==> src/rtl/sata_ll_pkg.sv <==
// Shared SATA link-layer definitions: TX FIFO word layout, frame reader
// state encoding and default frame-length limits.
package sata_ll_pkg;

    localparam int TXLL_EOF_BIT    = 34;
    localparam int TXLL_DATA_MSB   = 31;
    localparam int C_MAX_DWORDS_DEF = 2064;
    localparam int C_CNT_WIDTH_DEF  = 12;

    typedef enum logic [2:0] {
        ST_IDLE  = 3'd0,
        ST_REQ   = 3'd1,
        ST_XMIT  = 3'd2,
        ST_LAST  = 3'd3,
        ST_DRAIN = 3'd4
    } txll_state_e;

endpackage

==> src/rtl/txll_frame_reader.sv <==
// Read side of the TX link-layer FIFO: waits for a whole buffered frame,
// requests the link, streams dwords out and drains aborted/over-length frames.
module txll_frame_reader
    import sata_ll_pkg::*;
#(
    parameter int C_MAX_DWORDS = C_MAX_DWORDS_DEF,
    parameter int C_CNT_WIDTH  = C_CNT_WIDTH_DEF
) (
    input  logic                   rd_clk,
    input  logic                   rst,
    input  logic [35:0]            fifo_do,
    input  logic                   fifo_empty,
    input  logic                   fifo_eof_rdy,
    output logic                   fifo_rd_en,
    output logic                   ll_frame_req,
    input  logic                   ll_frame_go,
    input  logic                   ll_abort,
    output logic [31:0]            ll_data,
    output logic                   ll_sof,
    output logic                   ll_eof,
    output logic                   ll_valid,
    input  logic                   ll_ready,
    output logic                   frame_done,
    output logic                   frame_aborted,
    output logic                   len_err,
    output logic [C_CNT_WIDTH-1:0] dword_cnt
);

    localparam logic [C_CNT_WIDTH-1:0] MAX_CNT = C_MAX_DWORDS[C_CNT_WIDTH-1:0];
    localparam logic [C_CNT_WIDTH-1:0] CNT_ONE = {{(C_CNT_WIDTH-1){1'b0}}, 1'b1};

    txll_state_e            state_q, state_d;
    logic [31:0]            ll_data_q, ll_data_d;
    logic                   ll_sof_q, ll_sof_d;
    logic                   ll_eof_q, ll_eof_d;
    logic                   ll_valid_q, ll_valid_d;
    logic                   ll_frame_req_q, ll_frame_req_d;
    logic                   frame_done_q, frame_done_d;
    logic                   frame_aborted_q, frame_aborted_d;
    logic                   len_err_q, len_err_d;
    logic [C_CNT_WIDTH-1:0] dword_cnt_q, dword_cnt_d;
    logic                   first_q, first_d;
    logic                   rd_en;

    logic                   load;
    logic                   accept;
    logic                   word_eof;
    logic [31:0]            word_data;
    logic [C_CNT_WIDTH-1:0] cnt_inc;
    logic                   unused_fifo_bits;

    assign word_eof  = fifo_do[TXLL_EOF_BIT];
    assign word_data = fifo_do[TXLL_DATA_MSB:0];
    assign unused_fifo_bits = ^{fifo_do[35], fifo_do[33:32]};

    // Output handshake: a dword moves to the link on any cycle where
    // ll_valid and ll_ready are both high; the register may reload that same cycle.
    assign accept  = ll_valid_q & ll_ready;
    assign load    = (state_q == ST_XMIT) & ~fifo_empty & (~ll_valid_q | ll_ready);
    assign cnt_inc = (dword_cnt_q == MAX_CNT) ? dword_cnt_q : dword_cnt_q + CNT_ONE;

    always_comb begin
        state_d         = state_q;
        ll_data_d       = ll_data_q;
        ll_sof_d        = ll_sof_q;
        ll_eof_d        = ll_eof_q;
        ll_valid_d      = ll_valid_q;
        ll_frame_req_d  = ll_frame_req_q;
        frame_done_d    = 1'b0;
        frame_aborted_d = 1'b0;
        len_err_d       = 1'b0;
        dword_cnt_d     = dword_cnt_q;
        first_d         = first_q;
        rd_en           = 1'b0;

        case (state_q)
            ST_IDLE: begin
                if (fifo_eof_rdy && !fifo_empty) begin
                    state_d        = ST_REQ;
                    ll_frame_req_d = 1'b1;
                    dword_cnt_d    = '0;
                    first_d        = 1'b1;
                end
            end

            ST_REQ: begin
                if (ll_abort) begin
                    state_d         = ST_IDLE;
                    ll_frame_req_d  = 1'b0;
                    frame_aborted_d = 1'b1;
                end else if (ll_frame_go) begin
                    state_d = ST_XMIT;
                end
            end

            ST_XMIT: begin
                rd_en = load;
                if (load) begin
                    dword_cnt_d = cnt_inc;
                    len_err_d   = !word_eof && (cnt_inc == MAX_CNT);
                end
                if (ll_abort) begin
                    // The EOF may be consumed in the abort cycle; nothing left to drain then.
                    ll_valid_d     = 1'b0;
                    ll_frame_req_d = 1'b0;
                    if (load && word_eof) begin
                        state_d         = ST_IDLE;
                        frame_aborted_d = 1'b1;
                    end else begin
                        state_d = ST_DRAIN;
                    end
                end else if (load) begin
                    ll_data_d  = word_data;
                    ll_sof_d   = first_q;
                    ll_eof_d   = word_eof;
                    ll_valid_d = 1'b1;
                    first_d    = 1'b0;
                    if (word_eof) begin
                        state_d = ST_LAST;
                    end else if (cnt_inc == MAX_CNT) begin
                        state_d        = ST_DRAIN;
                        ll_valid_d     = 1'b0;
                        ll_frame_req_d = 1'b0;
                    end
                end else if (accept) begin
                    ll_valid_d = 1'b0;
                end
            end

            ST_LAST: begin
                if (accept) begin
                    state_d        = ST_IDLE;
                    ll_valid_d     = 1'b0;
                    ll_frame_req_d = 1'b0;
                    frame_done_d   = 1'b1;
                end else if (ll_abort) begin
                    state_d         = ST_IDLE;
                    ll_valid_d      = 1'b0;
                    ll_frame_req_d  = 1'b0;
                    frame_aborted_d = 1'b1;
                end
            end

            ST_DRAIN: begin
                rd_en = !fifo_empty;
                if (!fifo_empty) begin
                    dword_cnt_d = cnt_inc;
                    if (word_eof) begin
                        state_d         = ST_IDLE;
                        frame_aborted_d = 1'b1;
                    end
                end
            end

            default: begin
                state_d        = ST_IDLE;
                ll_valid_d     = 1'b0;
                ll_frame_req_d = 1'b0;
            end
        endcase

        if (!ll_valid_d) begin
            ll_data_d = '0;
            ll_sof_d  = 1'b0;
            ll_eof_d  = 1'b0;
        end
    end

    always_ff @(posedge rd_clk) begin
        if (rst) begin
            state_q         <= ST_IDLE;
            ll_data_q       <= '0;
            ll_sof_q        <= 1'b0;
            ll_eof_q        <= 1'b0;
            ll_valid_q      <= 1'b0;
            ll_frame_req_q  <= 1'b0;
            frame_done_q    <= 1'b0;
            frame_aborted_q <= 1'b0;
            len_err_q       <= 1'b0;
            dword_cnt_q     <= '0;
            first_q         <= 1'b0;
        end else begin
            state_q         <= state_d;
            ll_data_q       <= ll_data_d;
            ll_sof_q        <= ll_sof_d;
            ll_eof_q        <= ll_eof_d;
            ll_valid_q      <= ll_valid_d;
            ll_frame_req_q  <= ll_frame_req_d;
            frame_done_q    <= frame_done_d;
            frame_aborted_q <= frame_aborted_d;
            len_err_q       <= len_err_d;
            dword_cnt_q     <= dword_cnt_d;
            first_q         <= first_d;
        end
    end

    // Reset must never pop: the FIFO keeps its contents across a reader reset.
    assign fifo_rd_en    = rd_en & ~rst;
    assign ll_frame_req  = ll_frame_req_q;
    assign ll_data       = ll_data_q;
    assign ll_sof        = ll_sof_q;
    assign ll_eof        = ll_eof_q;
    assign ll_valid      = ll_valid_q;
    assign frame_done    = frame_done_q;
    assign frame_aborted = frame_aborted_q;
    assign len_err       = len_err_q;
    assign dword_cnt     = dword_cnt_q;

endmodule

==> config.mk <==
export PLATFORM = sky130hd
export DESIGN_NAME = txll_frame_reader
export DESIGN_NICKNAME = d
export VERILOG_FILES = /design/src/rtl/sata_ll_pkg.sv /design/src/rtl/txll_frame_reader.sv
export SDC_FILE = /design/constraint.sdc
export NUM_CORES = 1
export LEC_CHECK = 0
export ABC_CLOCK_PERIOD_IN_PS = 2450
export BUFFER_PORTS_ARGS = -buffer_cell sky130_fd_sc_hd__buf_4
export CAP_MARGIN = 20
export CORE_MARGIN = 1
export CORE_UTILIZATION = 45
export DETAILED_ROUTE_END_ITERATION = 12
export PLACE_DENSITY = 0.78
export REMOVE_ABC_BUFFERS = 1
export SETUP_SLACK_MARGIN = 0.5
export SYNTH_ARGS = -nofsm -noshare
export SYNTH_HDL_FRONTEND = slang
export SYNTH_SLANG_ARGS = --single-unit
==> constraint.sdc <==
create_clock -name rd_clk -period 2.45 [get_ports rd_clk]
set_input_delay 0.49 -clock rd_clk [delete_from_list [all_inputs] [get_ports rd_clk]]
set_output_delay 0.49 -clock rd_clk [all_outputs]
set_load 0.1 [all_outputs]
Yosys cells after proc, flatten, opt, wreduce, memory -nomap -nowiden

Cells that the tools add are included.

Bits in registers: 55
Word-level logic and storage cells: 106

Add/sub/neg operators: 1
Muxes and demuxes: 46
Equal/unequal tests: 17
Bitwise operators: 14
Reduce and logical (&&, ||, !) cells: 17

Operators with widths:

| operator                | number |
|---|---|
| $mux W12                | 4 |
| $mux W3                 | 12 |
| $pmux W12 S3            | 1 |
| $eq A12 B12 Y1 const B  | 2 |
| $mux W1                 | 23 |
| $pmux W3 S5             | 1 |
| $add A12 B1 Y12 const B | 1 |
| $ne A3 B3 Y1 const B    | 4 |
| $ne A2 B2 Y1 const B    | 5 |
| $not A1 Y1              | 9 |
| $reduce_and A4 Y1       | 2 |
| $reduce_and A7 Y1       | 1 |
| $eq A3 B2 Y1 const B    | 2 |
| $reduce_or A3 Y1        | 2 |
| $pmux W1 S5             | 1 |
| $reduce_and A5 Y1       | 1 |
| $and A1 B1 Y1           | 4 |
| $ne A4 B3 Y1 const B    | 1 |
| $pmux W1 S2             | 2 |
| $pmux W1 S4             | 1 |
| $reduce_or A2 Y1        | 2 |
| $eq A3 B1 Y1 const B    | 1 |
| $eq A3 B3 Y1 const B    | 1 |
| $logic_and A1 B1 Y1     | 3 |
| other kinds (8)         | 9 |

Depth between registers and ports, before layout

Depth after elaboration: 10
Mapped depth: 10

Least setup slack after synthesis

No wires, ideal clock.

Path kind: register to output
From: register ll_valid_q, in the netlist ll_valid
To: output port fifo_rd_en
Data arrival time: 2.905 ns
Path slack: -0.945 ns
Stages on the path, launching flop included: 6
Data required time: 1.960 ns
Path through: dfxtp_1 -> nor2b_1 -> nor4_1 -> nor2_1 -> clkbuf_1 -> nor2_1

Cells in the longest elaborated chain, start to end: 5

RTL lines:

| element                  | RTL line                 | source |
|---|---|---|
| start: declaration       | txll_frame_reader.sv:36  | `logic ll_valid_q, ll_valid_d;` |
| start signal: assignment | txll_frame_reader.sv:187 | `ll_valid_q <= ll_valid_d;` |
| $not A1 Y1               | txll_frame_reader.sv:59  | `assign load = (state_q == ST_XMIT) & ~fifo_empty & (~ll_valid_q \| ll_ready);` |
| $or A1 B1 Y1             | txll_frame_reader.sv:59  |  |
| $and A1 B1 Y1            | txll_frame_reader.sv:59  |  |
| $pmux W1 S2              | txll_frame_reader.sv:76  | `case (state_q)` |
| $and A1 B1 Y1            | txll_frame_reader.sv:198 | `assign fifo_rd_en = rd_en & ~rst;` |
| end: declaration         | txll_frame_reader.sv:14  | `output logic fifo_rd_en,` |

Every way passes these cells.

Worst setup path after layout

From: register dword_cnt_q[0], in the netlist dword_cnt[0]
To: register ll_data_q[12], in the netlist ll_data[12]

Cells in the longest elaborated chain, start to end: 10
Elaborated cells between the ends (all ways): 11
Those cells by class: add/sub: 1; eq/ne: 2; mux: 6; bitwise: 1; reduce/logical: 1

RTL lines:

| element                                                  | RTL line                 | source |
|---|---|---|
| start: declaration                                       | txll_frame_reader.sv:41  | `logic [C_CNT_WIDTH-1:0] dword_cnt_q, dword_cnt_d;` |
| start signal: assignment                                 | txll_frame_reader.sv:192 | `dword_cnt_q <= dword_cnt_d;` |
| $add A12 B1 Y12 / $eq A12 B12 Y1 (equally long branches) | txll_frame_reader.sv:60  | `assign cnt_inc = (dword_cnt_q == MAX_CNT) ? dword_cnt_q : dword_cnt_q + CNT_ONE;` |
| $mux W12 (*)                                             | txll_frame_reader.sv:60  |  |
| $eq A12 B12 Y1 (*)                                       | txll_frame_reader.sv:120 | `end else if (cnt_inc == MAX_CNT) begin` |
| $mux W1 (*)                                              | txll_frame_reader.sv:120 |  |
| $mux W1 (*)                                              | txll_frame_reader.sv:118 | `if (word_eof) begin` |
| $mux W1 (*)                                              | txll_frame_reader.sv:112 | `end else if (load) begin` |
| $mux W1 (*)                                              | txll_frame_reader.sv:102 | `if (ll_abort) begin` |
| $pmux W1 S3 (*)                                          | txll_frame_reader.sv:76  |  |
| $not A1 Y1 (no line) (*)                                 | n/a                      |  |
| $reduce_or A2 Y1 (no line) (*)                           | n/a                      |  |
| end signal: assignment                                   | txll_frame_reader.sv:184 | `ll_data_q <= ll_data_d;` |
| end: declaration                                         | txll_frame_reader.sv:33  | `logic [31:0] ll_data_q, ll_data_d;` |

Every way passes the cells marked *; elsewhere a longest branch is shown, timed or not.
A chain may end at the register's enable or synchronous reset.

==> run_results.csv <==
group,metric,value,unit
outcome,outcome,"complete, no violations",
logic_synthesis,synth_most_common_cell,"dfxtp_1",
logic_synthesis,synth-seq-cells,55,
cts,hold_buffers,0,
logic_synthesis,synth_cell_types,64,
logic_synthesis,synth_top_area_share,38.9,%
floorplan,dieHeight,81.3,um
power,peakVddDrop,0.287,mV
grt,grt_overflow_total,0,
hold_path,min_path_cells,3,
logic_synthesis,synth_common_cells,"55 x dfxtp_1, 34 x mux2i_1, 29 x a21oi_2",
floorplan,start_util,47.2,%
floorplan,fp.dieW,81.3,um
critical_path,start_kind,"flop",
critical_path,cp-end-kind,"flop",
grt,grt_pass1_wl,12.1,mm
grt,antenna_found_initial,0,
cells_and_area,synthToLayoutAreaGrowth,45.1,%
critical_path,r2r_slack,150,ps
sta,final_hold_viol_count,0,
hold_path,hold_path.class,"primary input to flop",
placed_design,place_hpwl,5.08,mm
cts,cts_made_buffers,5,
sta,setup_violations,0,
critical_path,crit_required,2640,ps
placed_design,portBuffers,91,
cts,clock-sinks,55,
sta,clock.fmax,0.436,GHz
critical_path,r2r_start,"dword_cnt[0]$_SDFFE_PP0P_",
critical_path,crit_type,"flop to flop",
critical_path,critPathSlowestCell,"or4_4",
cells_and_area,final_util,68.5,%
drt,firstDrtPassIters,7,
drt,drt_iter0_drc,276,
power,p_per_area,392,nW/um2
logic_synthesis,synth_cells,298,
cts,clock_latency,300,ps
placed_design,gp_congestion,0.855,
grt,grt_pass1_vias,2605,
floorplan,ios,95,
cts,clock_path_buffers,2,
drt,drc,0,
logic_synthesis,async_reset_ff_share,0,%
logic_synthesis,synth_top_cell_by_area,"dfxtp_1",
critical_path,ff2ff_path_depth,9,
cells_and_area,fillCellCount,457,
power,p_leak,1.56,nW
drt,wl,7.70,mm
logic_synthesis,syn_area,2830,um2
sta,timing.final.crit_share,93.7,%
sta,relSlewSlack,65.2,%
critical_path,worstPathCellList,"ha_4 > nand3_2 > or4_4 > a2111oi_4 > and4_4 > a21o_4 > buf_12 > buf_12 > a21oi_4",
cells_and_area,seqCellArea,1120,um2
hold_path,hp-start,"fifo_do[6]",
floorplan,die_area,6600,um2
logic_synthesis,synth-edff-count,0,
logic_synthesis,synth_warnings,0,
cells_and_area,final_layout_size_suffix_gt1_share,49.9,%
hold_path,holdPathEnd,"ll_data[6]$_SDFFE_PP0P_",
floorplan,coreArea,5990,um2
critical_path,crit_top_cell,"buf_12",
drt,num_vias,2727,
critical_path,slowest_delay,440,ps
sta,post-route-min-period,2300,ps
cts,clkTransAtPathRegs,100,ps
logic_synthesis,synth_top_flop_cell,"dfxtp_1",
sta,slew_violations,0,
cells_and_area,nets,455,
sta,rsz0062_at_grt,"true",
cts,htree_levels,2,
drt,ant_nets,0,
cells_and_area,multiInputGateArea,1690,um2
sta,fin_worst_skew,5.76,ps
cts,clock-root-buffer,"clkbuf_8",
critical_path,reg2reg_to,"ll_data[12]$_SDFFE_PP0P_",
grt,track_usage,23.5,%
floorplan,core.rowCount,28,
sta,whs,445,ps
drt,via_per_inst,5.61,
logic_synthesis,synthTopCellsByArea,"dfxtp_1 39%, mux2i_1 12%, a21oi_2 9.0%",
sta,worst_slew_pin_slew,520,ps
flow_run,cap_violations,0,
critical_path,worstPathArrival,2490,ps
logic_synthesis,seq_area_frac_synth,38.9,%
logic_synthesis,syn_avg_cell_area,9.49,um2
drt,wire_per_inst,15.9,um
grt,grt_max_degree,36,
cells_and_area,antenna_cells,0,
cts,cts_tree,"yes",
critical_path,path_max_fanout,10,
-- cell families (layout without fill, tap and decap cells) --
family                   after synthesis  after routing  synth area share (%)
flip-flops                            55             55                  38.9
XOR/XNOR                               2              2                 0.620
multiplexers                          34             34                  12.0
adder cells (fa/ha/maj)                2              2                 0.885
AND/OR/NAND/NOR                       86             86                  17.4
AO/OA/AOI/OAI                         89             89                  23.1
buffers and inverters                 30            143                  6.99
-- routing by layer --
metal / track usage (%) / share of wire [%]
met5: 0 / 0
met1: 28.4 / 41
met3: 7.87 / 9.6
met4: 6.43 / 0.62
met2: 39.6 / 49
-- per-stage QoR --
| stage | cell area, um2 | total power, mW | worst slack [ps] | instances | setup TNS [ps] |
|---|---|---|---|---|---|
| after floorplan | 2660 | 1.01 | -1490 | 277 | -53250 |
| after global placement | 3610 | 1.09 | 78.6 | 460 | 0 |
| after detailed placement | 3610 | 1.10 | 16.2 | 460 | 0 |
| after CTS | 3950 | 1.62 | 181 | 479 | 0 |
| after global routing | 4100 | 1.68 | 73.3 | 486 | 0 |
| final | 4100 | 1.61 | 154 | 486 | 0 |
-- placed cells by master, fill, tap and decap left out, types with 3 or more instances in the layout --
| cell | Yosys | routed |
|---|---|---|
| inv_1 | 8 | 8 |
| buf_4 | 0 | 112 |
| clkbuf_8 | 1 | 5 |
| dfxtp_4 | 0 | 3 |
| buf_12 | 3 | 6 |
| and2_1 | 6 | 4 |
| dfxtp_1 | 55 | 47 |
| a21oi_2 | 29 | 29 |
| a31oi_1 | 4 | 4 |
| a21oi_1 | 19 | 17 |
| nor2_1 | 19 | 17 |
| or3_1 | 5 | 5 |
| nand2_1 | 10 | 10 |
| o21ai_0 | 16 | 13 |
| buf_6 | 1 | 6 |
| nand3_1 | 5 | 4 |
| nor2_4 | 0 | 3 |
| nor3_1 | 7 | 5 |
| mux2i_1 | 34 | 34 |
| dfxtp_2 | 0 | 5 |
| nand4_1 | 4 | 4 |
-- critical path: cells and delay by family, from the launching register on --
family	cells	cell delay, ps
AND/OR/NAND/NOR	3	820
buffers and inverters	2	240
flip-flops	1	400
AO/OA/AOI/OAI	3	590
adder cells (fa/ha/maj)	1	140
-- sequential cells by signal (all words and copies together) (netlist names) --
name and flops:
dword_cnt 12, frame_done 1, ll_sof 1, ll_frame_req 1
ll_eof 1, len_err 1, state_q 3, ll_valid 1
frame_aborted 1, ll_data 32, first_q 1
-- cell type report --
type,count,share of cell area (%)
Clock buffer,6,1.77
Clock inverter,2,0.396
Inverter,9,0.823
Multi-Input combinational cell,213,41.1
Sequential cell,55,27.3
Tap cell,75,2.29
Timing Repair Buffer,126,26.3
-- worst max-delay path by stage --
stage	cells past startpoint	startpoint	slack (ps)	to
after floorplan	7	dword_cnt[0]$_SDFFE_PP0P_	-1490	ll_data[20]$_SDFFE_PP0P_
after global placement	8	dword_cnt[0]$_SDFFE_PP0P_	80	ll_data[23]$_SDFFE_PP0P_
after detailed placement	8	dword_cnt[0]$_SDFFE_PP0P_	20	ll_data[24]$_SDFFE_PP0P_
after CTS	9	dword_cnt[0]$_SDFFE_PP0P_	180	ll_data[20]$_SDFFE_PP0P_
after global routing	9	dword_cnt[0]$_SDFFE_PP0P_	70	ll_data[13]$_SDFFE_PP0P_
final	9	dword_cnt[0]$_SDFFE_PP0P_	150	ll_data[12]$_SDFFE_PP0P_
-- report_power, final --
| group | total, mW | leakage (nW) | switching (mW) | internal [mW] |
|---|---|---|---|---|
| combinational | 0.181 | 1.07 | 0.0950 | 0.0865 |
| sequential | 0.913 | 0.448 | 0.0135 | 0.900 |
| clock | 0.513 | 0.0418 | 0.307 | 0.206 |
-- what timing repair did --
item                                    in CTS  in global routing
cloned                                       1                  1
setup buffers                               10                  6
gates resized for setup                     34                 21
pin swaps                                   12                 25
endpoints found under the hold margin        0                  0
endpoints found under the setup margin      40                 44
No activity file was read; power rests on OpenSTA's default activity.
